**config.mk**
```make
export PLATFORM = sky130hd
export DESIGN_NAME = inv_sub_bytes_seq
export DESIGN_NICKNAME = d
export VERILOG_FILES = /design/src/rtl/aes_dec_pkg.sv /design/src/rtl/inv_sub_bytes_seq_sbox.sv /design/src/rtl/inv_sub_bytes_seq.sv
export SDC_FILE = /design/constraint.sdc
export NUM_CORES = 2
export LEC_CHECK = 0
export BUFFER_PORTS_ARGS = -buffer_cell sky130_fd_sc_hd__buf_2
export CAP_MARGIN = 30
export CORE_MARGIN = 2
export CORE_UTILIZATION = 60
export CTS_CLUSTER_DIAMETER = 200
export DETAILED_ROUTE_END_ITERATION = 10
export PLACE_DENSITY = 0.78
export SETUP_SLACK_MARGIN = 0.1
export SYNTH_ARGS = -nofsm -noshare
export SYNTH_HDL_FRONTEND = slang
export SYNTH_HIERARCHICAL = 1
export SYNTH_SLANG_ARGS = --single-unit
```
**constraint.sdc**
```tcl
create_clock -name clk -period 32 [get_ports clk]
set_clock_uncertainty 0.1 [all_clocks]
set_input_delay 1.6 -clock clk [delete_from_list [all_inputs] [get_ports clk]]
set_output_delay 1.6 -clock clk [all_outputs]
set_load 0.02 [all_outputs]
```
**src/rtl/aes_dec_pkg.sv**
```systemverilog
// Shared AES decrypt datapath types and GF(2^8) helpers.
// Used by the InvSubBytes sequencer and its S-box lanes.
package aes_dec_pkg;

    localparam int BLOCK_BYTES = 16;

    typedef logic [127:0] aes_state_t;

    function automatic logic [7:0] gf_mul(
        input logic [7:0] a,
        input logic [7:0] b
    );
        logic [7:0] p;
        logic [7:0] x;
        p = '0;
        x = a;
        for (int i = 0; i < 8; i++) begin
            if (b[i]) p = p ^ x;
            x = {x[6:0], 1'b0} ^ (x[7] ? 8'h1b : 8'h00);
        end
        return p;
    endfunction

    // a^254 is the multiplicative inverse, and maps 0 to 0
    function automatic logic [7:0] gf_inv(input logic [7:0] a);
        logic [7:0] r;
        r = 8'h01;
        for (int i = 7; i >= 0; i--) begin
            r = gf_mul(r, r);
            if (i != 0) r = gf_mul(r, a);
        end
        return r;
    endfunction

    function automatic logic [7:0] inv_affine(input logic [7:0] s);
        return {s[6:0], s[7]}
             ^ {s[4:0], s[7:5]}
             ^ {s[1:0], s[7:2]}
             ^ 8'h05;
    endfunction

endpackage

```
**src/rtl/inv_sub_bytes_seq_sbox.sv**
```systemverilog
// AES inverse S-box: inverse affine map followed by GF(2^8) inversion.
// Purely combinational, one byte per instance.
module InverseSbox
    import aes_dec_pkg::*;
(
    input  logic [7:0] data,
    output logic [7:0] result
);

    assign result = gf_inv(inv_affine(data));

endmodule

```
**src/rtl/inv_sub_bytes_seq.sv**
```systemverilog
// Multi-cycle InvSubBytes: 16 byte substitutions over LANES shared S-boxes,
// with valid/ready handshakes on both sides.
module inv_sub_bytes_seq
    import aes_dec_pkg::*;
#(
    parameter int LANES = 4
) (
    input  logic       clk,
    input  logic       rst,
    input  logic       in_valid,
    output logic       in_ready,
    input  aes_state_t in_state,
    output logic       out_valid,
    input  logic       out_ready,
    output aes_state_t out_state,
    output logic       busy
);

    localparam int STEPS = BLOCK_BYTES / LANES;
    localparam int CW    = (STEPS > 1) ? $clog2(STEPS) : 1;

    typedef enum logic [1:0] {
        IDLE,
        SUB,
        HOLD
    } state_t;

    generate
        if (LANES != 1 && LANES != 2 && LANES != 4 &&
            LANES != 8 && LANES != 16) begin : g_bad_lanes
            $error("inv_sub_bytes_seq: LANES must be 1, 2, 4, 8 or 16");
        end
    endgenerate

    state_t        state_q;
    state_t        state_d;
    logic [CW-1:0] cnt;
    logic          last;
    logic [7:0]    work     [BLOCK_BYTES];
    logic [3:0]    lane_idx [LANES];
    logic [7:0]    lane_in  [LANES];
    logic [7:0]    lane_out [LANES];

    function automatic logic [3:0] idx_of(
        input logic [CW-1:0] c,
        input int            k
    );
        return 4'(int'(c) * LANES + k);
    endfunction

    always_comb begin
        for (int k = 0; k < LANES; k++) begin
            lane_idx[k] = idx_of(cnt, k);
            lane_in[k]  = work[lane_idx[k]];
        end
    end

    for (genvar k = 0; k < LANES; k++) begin : g_lane
        InverseSbox u_sbox (
            .data  (lane_in[k]),
            .result(lane_out[k])
        );
    end

    assign last = (cnt == CW'(STEPS - 1));

    always_comb begin
        state_d = state_q;
        unique case (state_q)
            IDLE:    if (in_valid)  state_d = SUB;
            SUB:     if (last)      state_d = HOLD;
            HOLD:    if (out_ready) state_d = IDLE;
            default:                state_d = IDLE;
        endcase
    end

    always_ff @(posedge clk or posedge rst) begin
        if (rst) state_q <= IDLE;
        else     state_q <= state_d;
    end

    // Substituted bytes are written back in place over the captured state
    always_ff @(posedge clk or posedge rst) begin
        if (rst) begin
            cnt <= '0;
            for (int i = 0; i < BLOCK_BYTES; i++) work[i] <= 8'h00;
        end else begin
            unique case (state_q)
                IDLE: begin
                    if (in_valid) begin
                        cnt <= '0;
                        for (int i = 0; i < BLOCK_BYTES; i++)
                            work[i] <= in_state[127-8*i -: 8];
                    end
                end
                SUB: begin
                    for (int k = 0; k < LANES; k++)
                        work[lane_idx[k]] <= lane_out[k];
                    cnt <= last ? '0 : cnt + CW'(1);
                end
                default: ;
            endcase
        end
    end

    assign in_ready  = (state_q == IDLE);
    assign out_valid = (state_q == HOLD);
    assign busy      = (state_q != IDLE);

    always_comb begin
        out_state = '0;
        for (int i = 0; i < BLOCK_BYTES; i++)
            out_state[127-8*i -: 8] = work[i];
    end

endmodule
```
==> impl_results.md <==
* ANT nets after route at 0
* Non-filler cells, final at 9,431
* First-pass GRT wire length at 337,000 um
* GR Util met1 at 47.4%
* Unique masters post-synth at 108
* CP required at 32.39 ns
* Sequential-to-total area share from yosys stat at a little under 5%
* Die extent in x at 343 um
* Number of synthesized register bits at 132
* Gr ovfl total at 0
* Worst-path clk slew at ~0.08 ns
* Max transition margin at ~28%
* Average size of a mapped cell at 8.52 um^2
* Fin crit share at 95.2%
* Mapped Area at 0.0688 mm^2
* Layout cells sized above 1 at 14.4%
* Die H at 343 um
* Vias in the first global route at 58,800
* Met2 Usage GRT at 56.4%
* Post-synth top flop: dfrtp_1
* Remaining DRCs at 0
* Final GP Congestion at 0.971
* Worst min-delay path class: flip-flop to flip-flop
* Iter 0 DRT Violations at 8,044
* Boundary Pins at 263
* Final hold violations at 0
* Biggest area consumer among synthesized cells: xnor3_1
* Met3 Usage GRT at 8.05%
* Post-DP HPWL at ~150,000 um
* Row count at 124
* RSZ-0062 raised after global routing: false
* Max clock buf depth at 2
* Core region area at 0.114 mm^2
* Slew @ Worst Pin at 1.07 ns
* Final min period at 30.47 ns
* CP max stage cell: dfrtp_4
* P&R area growth vs syn at 3.57%
* Drt wl/cell at roughly 23 um
* Number of synthesized flops with an enable pin at 0
* CTS tree: yes
* Crit end category: flip-flop
* Drt pass-1 iters at 9
* Clock latency on the worst-skew pair at 0.57 ns
* Port-buffer cells at 262
* Ys async rst share at 100%
* Grt peak-use layer: met2
* Synth top area cells: xnor3_1 16%, xnor2_1 15%, xor2_1 6.5%, nor2_1 5.8%, dfrtp_1 4.8%
* Max Slew Vio Count at 0
* Final setup fails at 0
* Crit-path max FO at 37
* Cell count after synthesis at 8,073
* Nets at 8,064
* Largest net degree at the start of global routing at 83
* Arrival time at the worst endpoint at 30.85 ns
* Critical Path Max Stage Delay at 1.00 ns
* Share of the synthesized area in the top cell type at 15.8%
* Syn_nets at roughly 8,000
* Initial antenna violation count at 7
* Fillers at 9,779
* Startpoint types: flip-flop
* Initial Util at around 60%
* Yosys Warn Count at 6
* Hold buffers post-CTS at 0
* Max Cap Viol at 0
* # H-tree levels at 4
* Fin Setup TNS at 0 ns
* Setup CP Type: flip-flop to flip-flop
* Drt total wl at 218,000 um
* Total GRT Usage at 35.9%
* Vias per std cell at 6.55
* Die Area at about 0.12 mm^2
* Max Freq at approximately 0.033 GHz
* Clock root buffer master: clkbuf_16
* Status: finished clean
* Vias post-DR at 61,700
* CTS Buf Count at 17
* Post-Place Cells at 9,393
* Clk sinks at 132
## through the flow
step                hold slack [ns]  setup WS (ns)  utilization (%)  cell area [um^2]
detailed placement            0.416           1.89             61.9             70600
global placement              0.404           1.92             61.9             70600
global route                  0.461          0.175             62.5             71200
floorplan                     0.501           8.38                -             68800
finish                        0.435           1.53             62.5             71200
CTS                           0.433           1.74             62.4             71200
## cells in the mapped netlist (all sizes together), types with 51 or more instances
cell type and instances:
or3 76, nor2 1065, nor3 164, mux2i 288, clkbuf 267, xnor2 1328
and3 56, nand2b 51, buf 321, nand3 128, o22ai 84, a21oi 329
o21ai 265, nand2 852, xor2 572, mux2 168, xor3 112, a31oi 64
inv 224, a211oi 60, dfrtp 132, a22oi 56, xnor3 556
## worst paths after layout
kind | start | endpoint | slack [ns] | depth (start not counted)
max | cnt[1] | out_state[30] | 1.53 | 81
min | out_state[56] | out_state[56] | 0.44 | 1
max reg2reg | cnt[1] | out_state[30] | 1.53 | 81
min reg2reg | out_state[56] | out_state[56] | 0.44 | 1
max in group asynchronous | rst | cnt[0] | 29.37 | 3
min in group asynchronous | rst | out_state[32] | 1.13 | 2
## layout by cell type (no fill, tap or decap), drive strengths merged, types with 38 or more instances in the layout
cell | netlist | final
xnor2 | 1328 | 1328
nor2 | 1065 | 1065
nand2 | 852 | 852
xor2 | 572 | 572
xnor3 | 556 | 556
buf | 321 | 399
a21oi | 329 | 329
mux2i | 288 | 288
o21ai | 265 | 265
inv | 224 | 231
mux2 | 168 | 168
nor3 | 164 | 164
dfrtp | 132 | 132
nand3 | 128 | 128
xor3 | 112 | 112
o22ai | 84 | 84
or3 | 76 | 76
a31oi | 64 | 64
a211oi | 60 | 60
and3 | 56 | 56
a22oi | 56 | 56
nand2b | 51 | 51
o221ai | 48 | 48
a222oi | 48 | 48
and2 | 48 | 48
o211ai | 44 | 44
nor4 | 40 | 40
nor2b | 38 | 38
## worst max-delay path: cells and delay by family, from the launching register on
family | cells | cell delay, ns
XOR/XNOR | 43 | 18.60
AND/OR/NAND/NOR | 15 | 2.86
adder cells (fa/ha/maj) | 6 | 2.58
multiplexers | 5 | 1.99
AO/OA/AOI/OAI | 6 | 1.62
buffers and inverters | 6 | 1.60
flip-flops | 1 | 1.00
## cell families after synthesis
| kind of cell | share of synthesized area, % |
|---|---|
| buf+inv | 5.56 |
| compound gates | 14.7 |
| flops | 4.80 |
| fa+ha+maj | 0.586 |
| mux | 8.12 |
| xor+xnor | 49.1 |
| simple gates | 17.1 |
## registers in the layout (all words and copies together), names as in the netlist
name / cells
cnt: 2
out_state: 128
state_q: 2
## area by class of cell
| cell class | count | area (um^2) | area share (%) |
|---|---|---|---|
| clock inverter | 15 | 170 | 0.239 |
| multi-input combinational | 7129 | 62200 | 87.4 |
| tap | 1512 | 1890 | 2.66 |
| clock buffer | 17 | 425 | 0.597 |
| inverter | 224 | 846 | 1.19 |
| sequential | 132 | 3310 | 4.65 |
| timing repair buffer | 399 | 2350 | 3.30 |
| antenna | 3 | 7.51 | 0.0105 |
## what timing repair did
action                                  4_1_cts  5_1_grt
endpoints found under the setup margin        0       24
gates resized for setup                       0        3
setup buffers                                 0        1
## layer usage
| metal | wire, um | vias to the layer above |
|---|---|---|
| met4 | 10400 | 8 |
| li1 | - | 27800 |
| met3 | 25800 | 721 |
| met5 | 73 | - |
| met1 | 84100 | 29400 |
| met2 | 97700 | 3811 |
Power is not shown: default switching activity piles up to over one toggle a cycle in this logic, so the estimate is an artifact.
